**src/rtl/uart_cmd_pkg.sv**
```systemverilog
// Shared constants and state encoding for the UART command responder.
// Opcodes, reply bytes and the FSM state enum live here.
package uart_cmd_pkg;

  localparam logic [7:0] OP_WRITE = 8'h57;  // 'W'
  localparam logic [7:0] OP_READ  = 8'h52;  // 'R'

  localparam logic [7:0] RSP_OK   = 8'h4B;  // 'K'
  localparam logic [7:0] RSP_BAD  = 8'h3F;  // '?'
  localparam logic [7:0] RSP_PERR = 8'h45;  // 'E'

  typedef enum logic [2:0] {
    ST_IDLE,
    ST_GET_ADDR,
    ST_GET_DATA,
    ST_EXEC,
    ST_SEND
  } state_e;

  function automatic logic is_opcode(input logic [7:0] b);
    return (b == OP_WRITE) || (b == OP_READ);
  endfunction

endpackage

```
**src/rtl/uart_cmd_regfile.sv**
```systemverilog
// Four 8-bit registers: one synchronous write port, one combinational read port.
// All registers are also exposed flat, reg n at bits [8n+7:8n].
module uart_cmd_regfile (
  input  logic        clk_i,
  input  logic        rst_i,
  input  logic        we_i,
  input  logic [1:0]  addr_i,
  input  logic [7:0]  wdata_i,
  output logic [7:0]  rdata_o,
  output logic [31:0] reg_out_o
);

  logic [3:0][7:0] regs_q;

  always_ff @(posedge clk_i) begin
    if (rst_i) begin
      regs_q <= '0;
    end else if (we_i) begin
      regs_q[addr_i] <= wdata_i;
    end
  end

  assign rdata_o   = regs_q[addr_i];
  assign reg_out_o = regs_q;

endmodule

```
**src/rtl/uart_cmd_responder.sv**
```systemverilog
// Byte-oriented command responder: 'W' addr data writes a register, 'R' addr reads one,
// every command ends in a one-byte reply. Optional parity abort: UART_CMD_PARITY_CHK_EN.
module uart_cmd_responder
  import uart_cmd_pkg::*;
#(
  parameter int TIMEOUT_CYCLES = 100000,
  parameter int TO_W           = 20
) (
  input  logic        CLK,
  input  logic        RESET,
  input  logic [7:0]  RX_DATA,
  input  logic        RX_READY,
  input  logic        RX_PARITY_ERR,
  input  logic        TX_READY,
  output logic        TX_START,
  output logic [7:0]  TX_DATA,
  output logic [31:0] REG_OUT,
  output logic        BUSY,
  output logic        OVERRUN,
  output state_e      DBG_STATE
);

  // Handshakes: a received byte is the rising edge of the RX_READY level (one byte per
  // edge, RX_DATA valid with it). In SEND, TX_START rises once TX_READY is high and
  // stays high until TX_READY is seen low, which marks the byte as taken.
  localparam logic [TO_W-1:0] TO_LAST = TO_W'(TIMEOUT_CYCLES - 1);

  state_e          state_q, state_d;
  logic            rx_prev_q;
  logic            rx_new;
  logic            in_get;
  logic            timeout;
  logic            parity_abort;
  logic [7:0]      opcode_q, opcode_d;
  logic [7:0]      addr_q, addr_d;
  logic [7:0]      data_q, data_d;
  logic [7:0]      reply_q, reply_d;
  logic            tx_start_q, tx_start_d;
  logic            overrun_q, overrun_d;
  logic [TO_W-1:0] to_cnt_q, to_cnt_d;
  logic            reg_we;
  logic [7:0]      rd_data;

  assign rx_new  = RX_READY & ~rx_prev_q;
  assign in_get  = (state_q == ST_GET_ADDR) || (state_q == ST_GET_DATA);
  assign timeout = (to_cnt_q >= TO_LAST);

`ifdef UART_CMD_PARITY_CHK_EN
  logic receiving;
  assign receiving    = (state_q == ST_IDLE) || in_get;
  assign parity_abort = rx_new & RX_PARITY_ERR & receiving;
`else
  logic unused_parity;
  assign unused_parity = RX_PARITY_ERR;
  assign parity_abort  = 1'b0;
`endif

  always_ff @(posedge CLK) begin
    if (RESET) begin
      state_q <= ST_IDLE;
    end else begin
      state_q <= state_d;
    end
  end

  always_comb begin
    state_d = state_q;
    case (state_q)
      ST_IDLE: begin
        if (parity_abort)                state_d = ST_SEND;
        else if (rx_new && is_opcode(RX_DATA)) state_d = ST_GET_ADDR;
        else if (rx_new)                 state_d = ST_SEND;
      end
      ST_GET_ADDR: begin
        // A byte arriving on the expiry cycle wins over the timeout.
        if (parity_abort)  state_d = ST_SEND;
        else if (rx_new)   state_d = (opcode_q == OP_WRITE) ? ST_GET_DATA : ST_EXEC;
        else if (timeout)  state_d = ST_IDLE;
      end
      ST_GET_DATA: begin
        if (parity_abort)  state_d = ST_SEND;
        else if (rx_new)   state_d = ST_EXEC;
        else if (timeout)  state_d = ST_IDLE;
      end
      ST_EXEC: state_d = ST_SEND;
      ST_SEND: begin
        if (tx_start_q && !TX_READY) state_d = ST_IDLE;
      end
      default: state_d = ST_IDLE;
    endcase
  end

  always_comb begin
    opcode_d   = opcode_q;
    addr_d     = addr_q;
    data_d     = data_q;
    reply_d    = reply_q;
    tx_start_d = tx_start_q;
    reg_we     = 1'b0;
    overrun_d  = overrun_q | (rx_new & ((state_q == ST_EXEC) || (state_q == ST_SEND)));
    if (rx_new || !in_get)       to_cnt_d = '0;
    else if (to_cnt_q != '1)     to_cnt_d = to_cnt_q + TO_W'(1);
    else                         to_cnt_d = to_cnt_q;
    case (state_q)
      ST_IDLE: begin
        if (parity_abort)                      reply_d  = RSP_PERR;
        else if (rx_new && is_opcode(RX_DATA)) opcode_d = RX_DATA;
        else if (rx_new)                       reply_d  = RSP_BAD;
      end
      ST_GET_ADDR: begin
        if (parity_abort)  reply_d = RSP_PERR;
        else if (rx_new)   addr_d  = RX_DATA;
      end
      ST_GET_DATA: begin
        if (parity_abort)  reply_d = RSP_PERR;
        else if (rx_new)   data_d  = RX_DATA;
      end
      ST_EXEC: begin
        if (addr_q[7:2] != 6'd0) begin
          reply_d = RSP_BAD;
        end else if (opcode_q == OP_WRITE) begin
          reg_we  = 1'b1;
          reply_d = RSP_OK;
        end else begin
          reply_d = rd_data;
        end
      end
      ST_SEND: begin
        if (!tx_start_q && TX_READY)      tx_start_d = 1'b1;
        else if (tx_start_q && !TX_READY) tx_start_d = 1'b0;
      end
      default: ;
    endcase
  end

  // The RX_READY delay register resets high so a level held across reset is not a byte.
  always_ff @(posedge CLK) begin
    if (RESET) begin
      rx_prev_q  <= 1'b1;
      opcode_q   <= '0;
      addr_q     <= '0;
      data_q     <= '0;
      reply_q    <= '0;
      tx_start_q <= 1'b0;
      overrun_q  <= 1'b0;
      to_cnt_q   <= '0;
    end else begin
      rx_prev_q  <= RX_READY;
      opcode_q   <= opcode_d;
      addr_q     <= addr_d;
      data_q     <= data_d;
      reply_q    <= reply_d;
      tx_start_q <= tx_start_d;
      overrun_q  <= overrun_d;
      to_cnt_q   <= to_cnt_d;
    end
  end

  uart_cmd_regfile u_regfile (
    .clk_i     (CLK),
    .rst_i     (RESET),
    .we_i      (reg_we),
    .addr_i    (addr_q[1:0]),
    .wdata_i   (data_q),
    .rdata_o   (rd_data),
    .reg_out_o (REG_OUT)
  );

  assign TX_START  = tx_start_q;
  assign TX_DATA   = reply_q;
  assign BUSY      = (state_q != ST_IDLE);
  assign OVERRUN   = overrun_q;
  assign DBG_STATE = state_q;

endmodule

```
**config.mk**
```make
export PLATFORM = sky130hd
export DESIGN_NAME = uart_cmd_responder
export DESIGN_NICKNAME = d
export VERILOG_FILES = /design/src/rtl/uart_cmd_pkg.sv /design/src/rtl/uart_cmd_regfile.sv /design/src/rtl/uart_cmd_responder.sv
export SDC_FILE = /design/constraint.sdc
export NUM_CORES = 1
export LEC_CHECK = 0
export BUFFER_PORTS_ARGS = -buffer_cell sky130_fd_sc_hd__buf_2
export CORE_MARGIN = 8
export CORE_UTILIZATION = 54
export DETAILED_ROUTE_END_ITERATION = 10
export PLACE_DENSITY = 0.76
export SYNTH_ARGS = -nofsm -noshare
export SYNTH_HDL_FRONTEND = slang
export SYNTH_SLANG_ARGS = --single-unit
```
**constraint.sdc**
```tcl
create_clock -name CLK -period 4.4 [get_ports CLK]
set_input_delay 0.44 -clock CLK [delete_from_list [all_inputs] [get_ports CLK]]
set_output_delay 0.44 -clock CLK [all_outputs]
set_load 0.02 [all_outputs]
```
== After elaboration in Yosys (flattened, before gate mapping) ==
Cells that the tools add are included.
Storage, ports and cells
  register bits: 90
  input bits: 13
  output and inout bits: 46
  word-level logic and storage cells: 79
Operators by class
  add/sub/neg operators: 1
  magnitude comparators: 3
  equal/unequal tests: 12
  mux-type cells: 23
  bitwise gates (word level): 4
  reduce and logical (&&, ||, !) cells: 23
Operators with widths (count)
  $mux W8: 6
  $bwmux W32: 1
  $eq A8 B7 Y1 const B: 3
  $add A20 B1 Y20 const B: 1
  $ge A20 B17 Y1 const B: 1
  $ne A20 B20 Y1 const B: 1
  $mux W3: 6
  $bmux W8 S2: 1
  $demux W8 S2: 1
  $pmux W8 S2: 1
  $pmux W3 S5: 1
  $reduce_and A2 Y1: 5
  $eq A3 B2 Y1 const B: 2
  $mux W1: 6
  $ne A2 B2 Y1 const B: 3
  $reduce_bool A6 Y1: 1
  $logic_and A1 B1 Y1: 4
  $logic_or A1 B1 Y1: 4
  $reduce_bool A2 Y1: 2
  $eq A3 B1 Y1 const B: 1
  $eq A3 B3 Y1 const B: 1
  $logic_not A1 Y1: 3
  $logic_not A3 Y1: 1
  $lt A2 B3 Y1 const B: 1
  other kinds (8): 9

== Longest topological paths before layout ==
Gate-level depths: netlist of the first run.
  depth after elaboration: 5
  depth in mapped cells: 7
  mapped depth without buffers: 6

== Hierarchy ==
Synthesis of the first run repeated with hierarchy kept, for this count alone.
Second synthesis, totals
  cell total of the unflattened synthesis: 434
  area, all modules: 4170.2 um^2
By module, submodules not included
  uart_cmd_responder: instances 1, cells each 306, area each 2670.1 um^2, sequential area each 1161.1 um^2
  uart_cmd_regfile: instances 1, cells each 128, area each 1500.2 um^2, sequential area each 640.6 um^2

== Worst setup path before layout of the first run ==
No wires, ideal clock.
  path type: register -> register
  start point: reg state_q[1] (netlist: DBG_STATE[1])
  end point: reg u_regfile.regs_q (netlist bit u_regfile.reg_out_o[23])
  library setup time: 128 ps
  arrival time: 2287 ps
  data required time: 4272 ps
  slack: 1985 ps
  stages on the path, launching flop included: 8
  path buffers: 2
  clock period less this slack: 2415 ps
  path through: dfxtp_1 > clkbuf_1 > nand3b_1 > or4_1 > buf_2 > nor4_4 > mux2i_1 > nor2_1
On the way
  cells in the longest elaborated chain, start to end: 2
Ends and longest elaborated chain
  start: declaration: RTL line uart_cmd_responder.sv:28  | state_e state_q, state_d;
  start signal: assignment: RTL line uart_cmd_responder.sv:62  | state_q <= state_d;
  $eq A3 B2 Y1: RTL line uart_cmd_responder.sv:104  | case (state_q)
  $mux W1: RTL line uart_cmd_responder.sv:104
  end signal: indexed assignment: RTL line uart_cmd_regfile.sv:19  | regs_q[addr_i] <= wdata_i;
  end: declaration: RTL line uart_cmd_regfile.sv:13  | logic [3:0][7:0] regs_q;
Every way passes these cells.
A chain may end at the register's enable or synchronous reset.

== Final worst setup path of the first run ==
  start point: reg addr_q[2]
  end point: reg u_regfile.regs_q (netlist bit u_regfile.reg_out_o[27])
On the way
  cells in the longest elaborated chain, start to end: 3
Ends and longest elaborated chain
  start: declaration: RTL line uart_cmd_responder.sv:35  | logic [7:0] addr_q, addr_d;
  start signal: assignment: RTL line uart_cmd_responder.sv:150  | addr_q <= addr_d;
  $reduce_bool A6 Y1: RTL line uart_cmd_responder.sv:119  | if (addr_q[7:2] != 6'd0) begin
  $mux W1: RTL line uart_cmd_responder.sv:119
  $mux W1: RTL line uart_cmd_responder.sv:104
Every way passes these cells.

==> results of run 1 <==
## sequential cells by signal, summed over array words and instances (netlist names)
signal,count
data_q,8
DBG_STATE,3
TX_START,1
OVERRUN,1
opcode_q,8
u_regfile.reg_out_o,32
to_cnt_q,20
TX_DATA,8
rx_prev_q,1
addr_q,8
## layout by cell type, fill, tap and decap left out, types with 2 or more instances in the layout
| cell type | count |
|---|---|
| nor4bb_1 | 2 |
| nor4_4 | 2 |
| nand2_1 | 11 |
| or3_1 | 3 |
| and2_1 | 3 |
| nand3_1 | 16 |
| nand4_1 | 3 |
| o2111ai_1 | 2 |
| inv_6 | 2 |
| or4_1 | 4 |
| or2_2 | 4 |
| clkbuf_8 | 9 |
| buf_2 | 57 |
| a211oi_1 | 6 |
| nand2b_1 | 2 |
| nor3_1 | 11 |
| ha_1 | 3 |
| and4_1 | 5 |
| clkinv_4 | 2 |
| xor2_1 | 6 |
| inv_1 | 7 |
| nor2b_1 | 7 |
| nor2_1 | 84 |
| nor4_1 | 2 |
| dfxtp_1 | 90 |
| and3_1 | 4 |
| xnor2_1 | 8 |
| a31oi_1 | 5 |
| o21ai_0 | 4 |
| a21oi_1 | 15 |
| mux2i_1 | 50 |
| buf_4 | 2 |
| mux4_2 | 8 |
## worst max path at each step
stage,startpoint,end,slack [ps],cells past startpoint
after CTS,addr_q[2],u_regfile.reg_out_o[1],1720,5
after global routing,DBG_STATE[1],u_regfile.reg_out_o[28],1510,5
after detailed placement,addr_q[2],u_regfile.reg_out_o[1],1720,5
after floorplan,DBG_STATE[1],u_regfile.reg_out_o[23],1990,7
final,addr_q[2],u_regfile.reg_out_o[27],1720,5
after global placement,addr_q[2],u_regfile.reg_out_o[25],1780,5
## layout make-up
type | count | area [um2]
fillers | 622 | 2450
multi-input cells | 282 | 1940
flip-flops and latches | 90 | 1800
repair buffers | 59 | 300
clock buffers | 9 | 124
well taps | 96 | 120
clock inverters | 7 | 70.1
inverters | 7 | 26.3
## per-layer routing
layer | vias to the layer above | global-route usage [%] | routed length [um]
li1 | 1508 | - | -
met1 | 1443 | 22.5 | 4070
met2 | 58 | 27.0 | 3810
met3 | 10 | 4.98 | 448
met4 | 0 | 6.98 | 123
met5 | - | 0 | 0
## logic make-up (layout without fill, tap and decap cells)
group           count (synthesis)  count (layout)  share of synthesized area [%]
mux                            58              58                           17.7
compound gates                 40              40                           6.68
xor+xnor                       14              14                           3.19
fa+ha+maj                       3               3                          0.978
simple gates                  167             167                           21.7
flops                          90              90                           46.9
buf+inv                        28              82                           2.80
## power by group
part	leakage, uW	switching (uW)	internal, uW
combinational	0.000990	28.3	14.4
sequential	0.000726	3.08	818
clock	0.0000951	329	220
total	0.00181	360	1050
## worst max-delay path: stages, from the launching register on
cell     delay, ps
dfxtp_1        320
or4_1          550
nor4_1         550
nand4_1        720
mux2i_1        360
nor2_1          60
## metrics by stage
stage | utilization (%) | cells
6_report | 64.1 | 550
2_1_floorplan | - | 400
3_3_place_gp | 61.3 | 534
5_1_grt | 64.1 | 550
4_1_cts | 64.1 | 550
3_5_place_dp | 61.3 | 534
==> flow_metrics.env, run 1 <==
export IMPL_syn_area_um2=3840
export IMPL_synth_seq_cells=90
export IMPL_clk_transition_reported_paths_ps=100
export IMPL_relSlewSlack_pct=45.6
export IMPL_p_total_uw=1410
export IMPL_yosys_area_top_type_share_pct=46.9
export IMPL_gr_total_overflow=0
export IMPL_reg2reg_from="addr_q[2]"
export IMPL_die_area_um2=10100
export IMPL_r2r_setup_slack_ps=1720
export IMPL_initial_core_util_pct=56.2
export IMPL_clockBufferDepth=2
export IMPL_fin_ws_ps=1720
export IMPL_post_dp_hpwl_mm=6.14
export IMPL_outcome="finished clean"
export IMPL_placed_area_um2=4190
export IMPL_track_usage_pct=17.5
export IMPL_core_area_um2=6830
export IMPL_required_ps=4650
export IMPL_htreeDepth=3
export IMPL_whs_ps=290
export IMPL_cts_buffers=9
export IMPL_avgSynthCellArea_um2=9.60
export IMPL_fmax_ghz=0.373
export IMPL_yosysUniqueCellTypes=42
export IMPL_fin_crit_sh_pct=61.0
export IMPL_final_setup_tns_ps=0
export IMPL_synth_cells=400
export IMPL_cts_repair_resized=0
export IMPL_post_route_min_period_ps=2680
export IMPL_cap_violations=0
export IMPL_synthFlopType="dfxtp_1"
export IMPL_end_kind="register"
export IMPL_cts_sinks=90
export IMPL_gp_congestion=0.800
export IMPL_num_io_pins=59
export IMPL_die_y_um=100
export IMPL_post_cts_buffers=0
export IMPL_drc=0
export IMPL_syn_to_final_growth_pct=14.0
export IMPL_vias=3019
export IMPL_rr_worst_depth=5
export IMPL_tightestPinTransition_ps=810
export IMPL_crit_fanout=8
export IMPL_hold_viol_final=0
export IMPL_wl_per_cell_um=15.4
export IMPL_setup_violations=0
export IMPL_via_per_inst=5.49
export IMPL_yosys_top_cells_area="dfxtp_1, mux2i_1, nor2_1"
export IMPL_antenna_cells=0
export IMPL_peakVddDrop_uv=161
export IMPL_yosysTopAreaCell="dfxtp_1"
export IMPL_worst_hold_path_type="input port to register"
export IMPL_async_flop_share_pct=0
export IMPL_grt_pass1_vias=2953
export IMPL_synth_edf_count=0
export IMPL_hp_start="RX_READY"
export IMPL_rsz0062_at_grt="no"
export IMPL_syn_nets=416
export IMPL_ys_seq_area_share_pct=46.9
export IMPL_cts_root_buf="clkbuf_8"
export IMPL_drt_pre_antenna_iters=4
export IMPL_grt_max_degree=68
export IMPL_initialDrtViolationCount=126
export IMPL_cts_tree="yes"
export IMPL_layout_drive_gt1_share_pct=19.8
export IMPL_fin_skew_ps=13.5
export IMPL_die_w_um=100
export IMPL_yosys_warnings=0
export IMPL_rows=30
export IMPL_finalWirelength_mm=8.45
export IMPL_final_antenna_net_count=0
export IMPL_crit_arrival_ps=2930
export IMPL_hold_depth=2
export IMPL_pre_cts_slack_ps=1720
export IMPL_finalNetCount=465
export IMPL_grt_pass1_wl_mm=14.2
export IMPL_leakage_uw=0.00181
export IMPL_synth_common_cells="dfxtp_1, nor2_1, mux2i_1, clkbuf_1, nand3_1"
export IMPL_clk_latency_ps=380
export IMPL_p_per_area_nw_per_um2=323
export IMPL_drv_slew=0
export IMPL_min_to="rx_prev_q"
export IMPL_postCtsHoldBufs=0
export IMPL_cp_start_kind="register"
export IMPL_finalInstanceArea_um2=4380
export IMPL_rr_endpoint="u_regfile.reg_out_o[27]"
export IMPL_numPortBuffers=57
export IMPL_antenna_found_initial=0
export IMPL_criticalPathCategory="register to register"
export IMPL_yosysMostFrequentCell="dfxtp_1"
Power figures use the tool's default switching activity.
==> run 2: changes to the inputs <==
==> constraint.sdc (replaced) <==
create_clock -name CLK -period 2.7 [get_ports CLK]
set_input_delay 0.27 -clock CLK [delete_from_list [all_inputs] [get_ports CLK]]
set_output_delay 0.27 -clock CLK [all_outputs]
set_load 0.02 [all_outputs]
==> flow_metrics.env, run 2 (synthesis gave the netlist of run 1 again) <==
export IMPL_via_per_inst=5.43
export IMPL_worst_hold_path_type="input port to register"
export IMPL_reg2reg_from="to_cnt_q[0]"
export IMPL_drv_slew=0
export IMPL_clockBufferDepth=2
export IMPL_setup_violations=0
export IMPL_criticalPathCategory="register to register"
export IMPL_htreeDepth=3
export IMPL_hold_viol_final=0
export IMPL_cts_tree="yes"
export IMPL_p_total_uw=2310
export IMPL_leakage_uw=0.00185
export IMPL_post_route_min_period_ps=2370
export IMPL_crit_start="to_cnt_q[0]"
export IMPL_cts_root_buf="clkbuf_8"
export IMPL_cap_violations=0
export IMPL_final_antenna_net_count=0
export IMPL_most_common_layout_cells="dfxtp_1, nor2_1, buf_2"
export IMPL_drc=0
export IMPL_fin_skew_ps=9.51
export IMPL_outcome="finished clean"
export IMPL_rows=30
export IMPL_finalNetCount=472
export IMPL_die_area_um2=10100
export IMPL_cts_buffers=9
export IMPL_fin_crit_sh_pct=87.8
export IMPL_grt_max_degree=68
export IMPL_tightestPinTransition_ps=760
export IMPL_wl_per_cell_um=15.2
export IMPL_largest_register_ffs=32
export IMPL_core_area_um2=6830
export IMPL_post_cts_buffers=0
export IMPL_cts_sinks=90
export IMPL_final_setup_tns_ps=0
export IMPL_syn_to_final_growth_pct=15.2
export IMPL_track_usage_pct=17.8
export IMPL_grt_pass1_wl_mm=14.3
export IMPL_crit_fanout=9
export IMPL_numPortBuffers=57
export IMPL_gr_total_overflow=0
export IMPL_die_y_um=100
export IMPL_final_common_cell="dfxtp_1"
export IMPL_finalNonFillerCells=557
export IMPL_initialDrtViolationCount=161
export IMPL_clk_transition_reported_paths_ps=90
export IMPL_antenna_cells=0
export IMPL_finalWirelength_mm=8.49
export IMPL_postCtsHoldBufs=0
export IMPL_fin_util_pct=64.8
export IMPL_rsz0062_at_grt="no"
export IMPL_die_w_um=100
export IMPL_clk_latency_ps=370
export IMPL_peakVddDrop_uv=346
export IMPL_fill_cells=563
export IMPL_num_io_pins=59
export IMPL_relSlewSlack_pct=49.3
export IMPL_initial_core_util_pct=56.2
export IMPL_hp_start="RX_READY"
export IMPL_fmax_ghz=0.422
export IMPL_cp_start_kind="register"
export IMPL_required_ps=2990
export IMPL_antenna_found_initial=0
export IMPL_layout_drive_gt1_share_pct=20.8
export IMPL_drt_pre_antenna_iters=4
export IMPL_grt_pass1_vias=2976
export IMPL_p_per_area_nw_per_um2=522
export IMPL_cts_repair_resized=0
export IMPL_vias=3025
export IMPL_placed_cells=541
export IMPL_r2r_setup_slack_ps=330
export IMPL_end_kind="register"
export IMPL_crit_arrival_ps=2660
export IMPL_post_dp_hpwl_mm=6.14
export IMPL_gp_congestion=0.814
run 2: cell types whose count changed in the layout (fill, tap and decap cells not counted), sizes merged:
cell,delta
clkbuf,+1
buf,+7
clkinv,-3
inv,+2
run 2: layout make-up:
| cell class | count | area [um2] | share of cell area (%) |
|---|---|---|---|
| Clock buffer | 10 | 138 | 3.11 |
| Sequential cell | 90 | 1800 | 40.7 |
| Multi-Input combinational cell | 282 | 1930 | 43.6 |
| Tap cell | 96 | 120 | 2.71 |
| Timing Repair Buffer | 66 | 353 | 7.97 |
| Inverter | 7 | 26.3 | 0.594 |
| Clock inverter | 6 | 56.3 | 1.27 |
run 2: final timing paths:
| kind | end | depth (start not counted) |
|---|---|---|
| setup / recovery | to_cnt_q[15] | 7 |
| hold / removal | rx_prev_q | 2 |
| setup reg to reg | to_cnt_q[15] | 7 |
| hold reg to reg | TX_DATA[6] | 2 |
run 2: power breakdown:
| group | internal, uW | total [uW] | leakage (uW) | switching [uW] |
|---|---|---|---|---|
| Clock | 382 | 901 | 0.0000977 | 519 |
| Combinational | 23.5 | 70.1 | 0.00103 | 46.5 |
| Sequential | 1330 | 1340 | 0.000726 | 5.15 |
run 2: metrics by stage:
stage / setup slack [ps] / hold slack (ps) / instance area, um2
2_1_floorplan: 285 / 377 / 3840
3_3_place_gp: 409 / 442 / 4230
3_5_place_dp: 362 / 446 / 4230
4_1_cts: 324 / 102 / 4430
5_1_grt: 150 / 101 / 4430
6_report: 330 / 117 / 4430
run 2: worst max-delay path, cell delays in order (launching register included):
cell and delay, ps:
dfxtp_1 400, ha_1 290, nand4_1 200, nor4_1 590
buf_4 270, nand2_1 160, and4_1 240, nor3_1 150
run 2: layer usage:
| metal | share of wire, % | track usage [%] | vias up | wire, um |
|---|---|---|---|---|
| met1 | 47 | 22.5 | 1424 | 4020 |
| li1 | - | - | 1520 | - |
| met4 | 1.2 | 6.63 | 0 | 103 |
| met3 | 5.6 | 5.88 | 9 | 479 |
| met2 | 46 | 27.5 | 72 | 3890 |
| met5 | 0 | 0 | - | 0 |
==> run 3: changes to the inputs <==
--- a/config.mk
+++ b/config.mk
@@ -7,9 +7,9 @@
 export LEC_CHECK = 0
 export BUFFER_PORTS_ARGS = -buffer_cell sky130_fd_sc_hd__buf_2
 export CORE_MARGIN = 8
-export CORE_UTILIZATION = 54
+export CORE_UTILIZATION = 45
 export DETAILED_ROUTE_END_ITERATION = 10
-export PLACE_DENSITY = 0.76
+export PLACE_DENSITY = 0.66
 export SYNTH_ARGS = -nofsm -noshare
 export SYNTH_HDL_FRONTEND = slang
 export SYNTH_SLANG_ARGS = --single-unit
==> constraint.sdc (replaced) <==
create_clock -name CLK -period 2.5 [get_ports CLK]
set_input_delay 0.25 -clock CLK [delete_from_list [all_inputs] [get_ports CLK]]
set_output_delay 0.25 -clock CLK [all_outputs]
set_load 0.02 [all_outputs]
==> flow_metrics.env, run 3 (synthesis gave the netlist of run 1 again) <==
export IMPL_antenna_cells=0
export IMPL_antenna_found_initial=0
export IMPL_finalInstanceArea_um2=4500
export IMPL_cts_sinks=90
export IMPL_die_y_um=108
export IMPL_cts_tree="yes"
export IMPL_post_dp_hpwl_mm=6.34
export IMPL_cts_root_buf="clkbuf_8"
export IMPL_cts_buffers=9
export IMPL_wl_per_cell_um=15.4
export IMPL_fill_cells=774
export IMPL_initialDrtViolationCount=88
export IMPL_crit_arrival_ps=2530
export IMPL_whs_ps=148
export IMPL_drv_slew=0
export IMPL_rsz0062_at_grt="no"
export IMPL_fmax_ghz=0.430
export IMPL_largest_register_ffs=32
export IMPL_most_common_layout_cells="dfxtp_1, nor2_1, buf_2"
export IMPL_cts_repair_resized=0
export IMPL_required_ps=2700
export IMPL_outcome="finished clean"
export IMPL_postCtsHoldBufs=0
export IMPL_fin_skew_ps=8.69
export IMPL_fin_util_pct=54.5
export IMPL_final_common_cell="dfxtp_1"
export IMPL_clk_transition_reported_paths_ps=90
export IMPL_placed_area_um2=4290
export IMPL_fin_crit_sh_pct=93.0
export IMPL_rows=33
export IMPL_end_kind="register"
export IMPL_hold_viol_final=0
export IMPL_track_usage_pct=15.2
export IMPL_criticalPathCategory="register to register"
export IMPL_finalNonFillerCells=569
export IMPL_final_setup_tns_ps=0
export IMPL_cp_start_kind="register"
export IMPL_tightestPinTransition_ps=759
export IMPL_peakVddDrop_uv=255
export IMPL_drt_pre_antenna_iters=4
export IMPL_relSlewSlack_pct=49.3
export IMPL_gr_total_overflow=0
export IMPL_grt_max_degree=68
export IMPL_die_area_um2=11700
export IMPL_drc=0
export IMPL_initial_core_util_pct=46.5
export IMPL_clockBufferDepth=2
export IMPL_grt_pass1_wl_mm=14.5
export IMPL_p_per_area_nw_per_um2=566
export IMPL_post_cts_buffers=0
export IMPL_gp_congestion=0.804
export IMPL_numPortBuffers=57
export IMPL_die_w_um=108
export IMPL_via_per_inst=5.32
export IMPL_clk_latency_ps=340
export IMPL_finalNetCount=475
export IMPL_leakage_uw=0.00187
export IMPL_core_area_um2=8260
export IMPL_crit_fanout=8
export IMPL_grt_pass1_vias=3014
export IMPL_htreeDepth=3
export IMPL_layout_drive_gt1_share_pct=21.3
export IMPL_worst_hold_path_type="input port to register"
export IMPL_cap_violations=0
export IMPL_final_antenna_net_count=0
export IMPL_finalWirelength_mm=8.77
export IMPL_post_route_min_period_ps=2330
export IMPL_setup_violations=0
export IMPL_placed_cells=553
export IMPL_syn_to_final_growth_pct=17.2
export IMPL_num_io_pins=59
export IMPL_vias=3029
-- run 3: changes by cell type in the layout (fill, tap and decap cells not counted), sizes merged --
| cell | before | now |
|---|---|---|
| clkinv | 0 | 1 |
| bufinv | 0 | 1 |
| clkinvlp | 1 | 2 |
| inv | 12 | 9 |
| buf | 66 | 69 |
-- run 3: metal layers --
layer / GRT usage (%) / wire [um] / share of wire [%] / vias to the layer above
li1: - / - / - / 1531
met1: 19.9 / 4280 / 49 / 1438
met2: 24.6 / 4080 / 47 / 56
met3: 3.33 / 356 / 4.1 / 4
met4: 4.69 / 51 / 0.58 / 0
met5: 0 / 0 / 0 / -
-- run 3: critical path: stages (launching register included) --
cell and delay, ps:
dfxtp_1 320, or4_1 540, or4_1 580, nor4_4 310
buf_12 180, mux2i_1 180, nor2_1 60
-- run 3: area by class of cell --
cell class	instances	area, um2	share of cell area, %
multi-input combinational	282	1930	42.9
timing repair buffer	69	400	8.89
tap	105	131	2.92
clock buffer	10	138	3.06
clock inverter	6	73.8	1.64
inverter	7	26.3	0.584
sequential	90	1800	40.0
-- run 3: report_power, final --
part / internal, uW / switching (uW)
Clock: 502 / 525
Sequential: 1440 / 3.62
Combinational: 26.5 / 52.6
-- run 3: final timing paths --
path	from	endpoint	slack, ps	cells after the start
setup / recovery	addr_q[2]	u_regfile.reg_out_o[6]	170	6
hold / removal	RX_READY	rx_prev_q	150	2
setup reg to reg	addr_q[2]	u_regfile.reg_out_o[6]	170	6
hold reg to reg	TX_DATA[7]	TX_DATA[7]	460	2
-- run 3: through the flow --
stage / power, uW / setup slack (ps)
2_1_floorplan: 1520 / 85.5
3_3_place_gp: 1560 / 228
3_5_place_dp: 1560 / 187
4_1_cts: 2580 / 176
5_1_grt: 2640 / 43.8
6_report: 2550 / 175
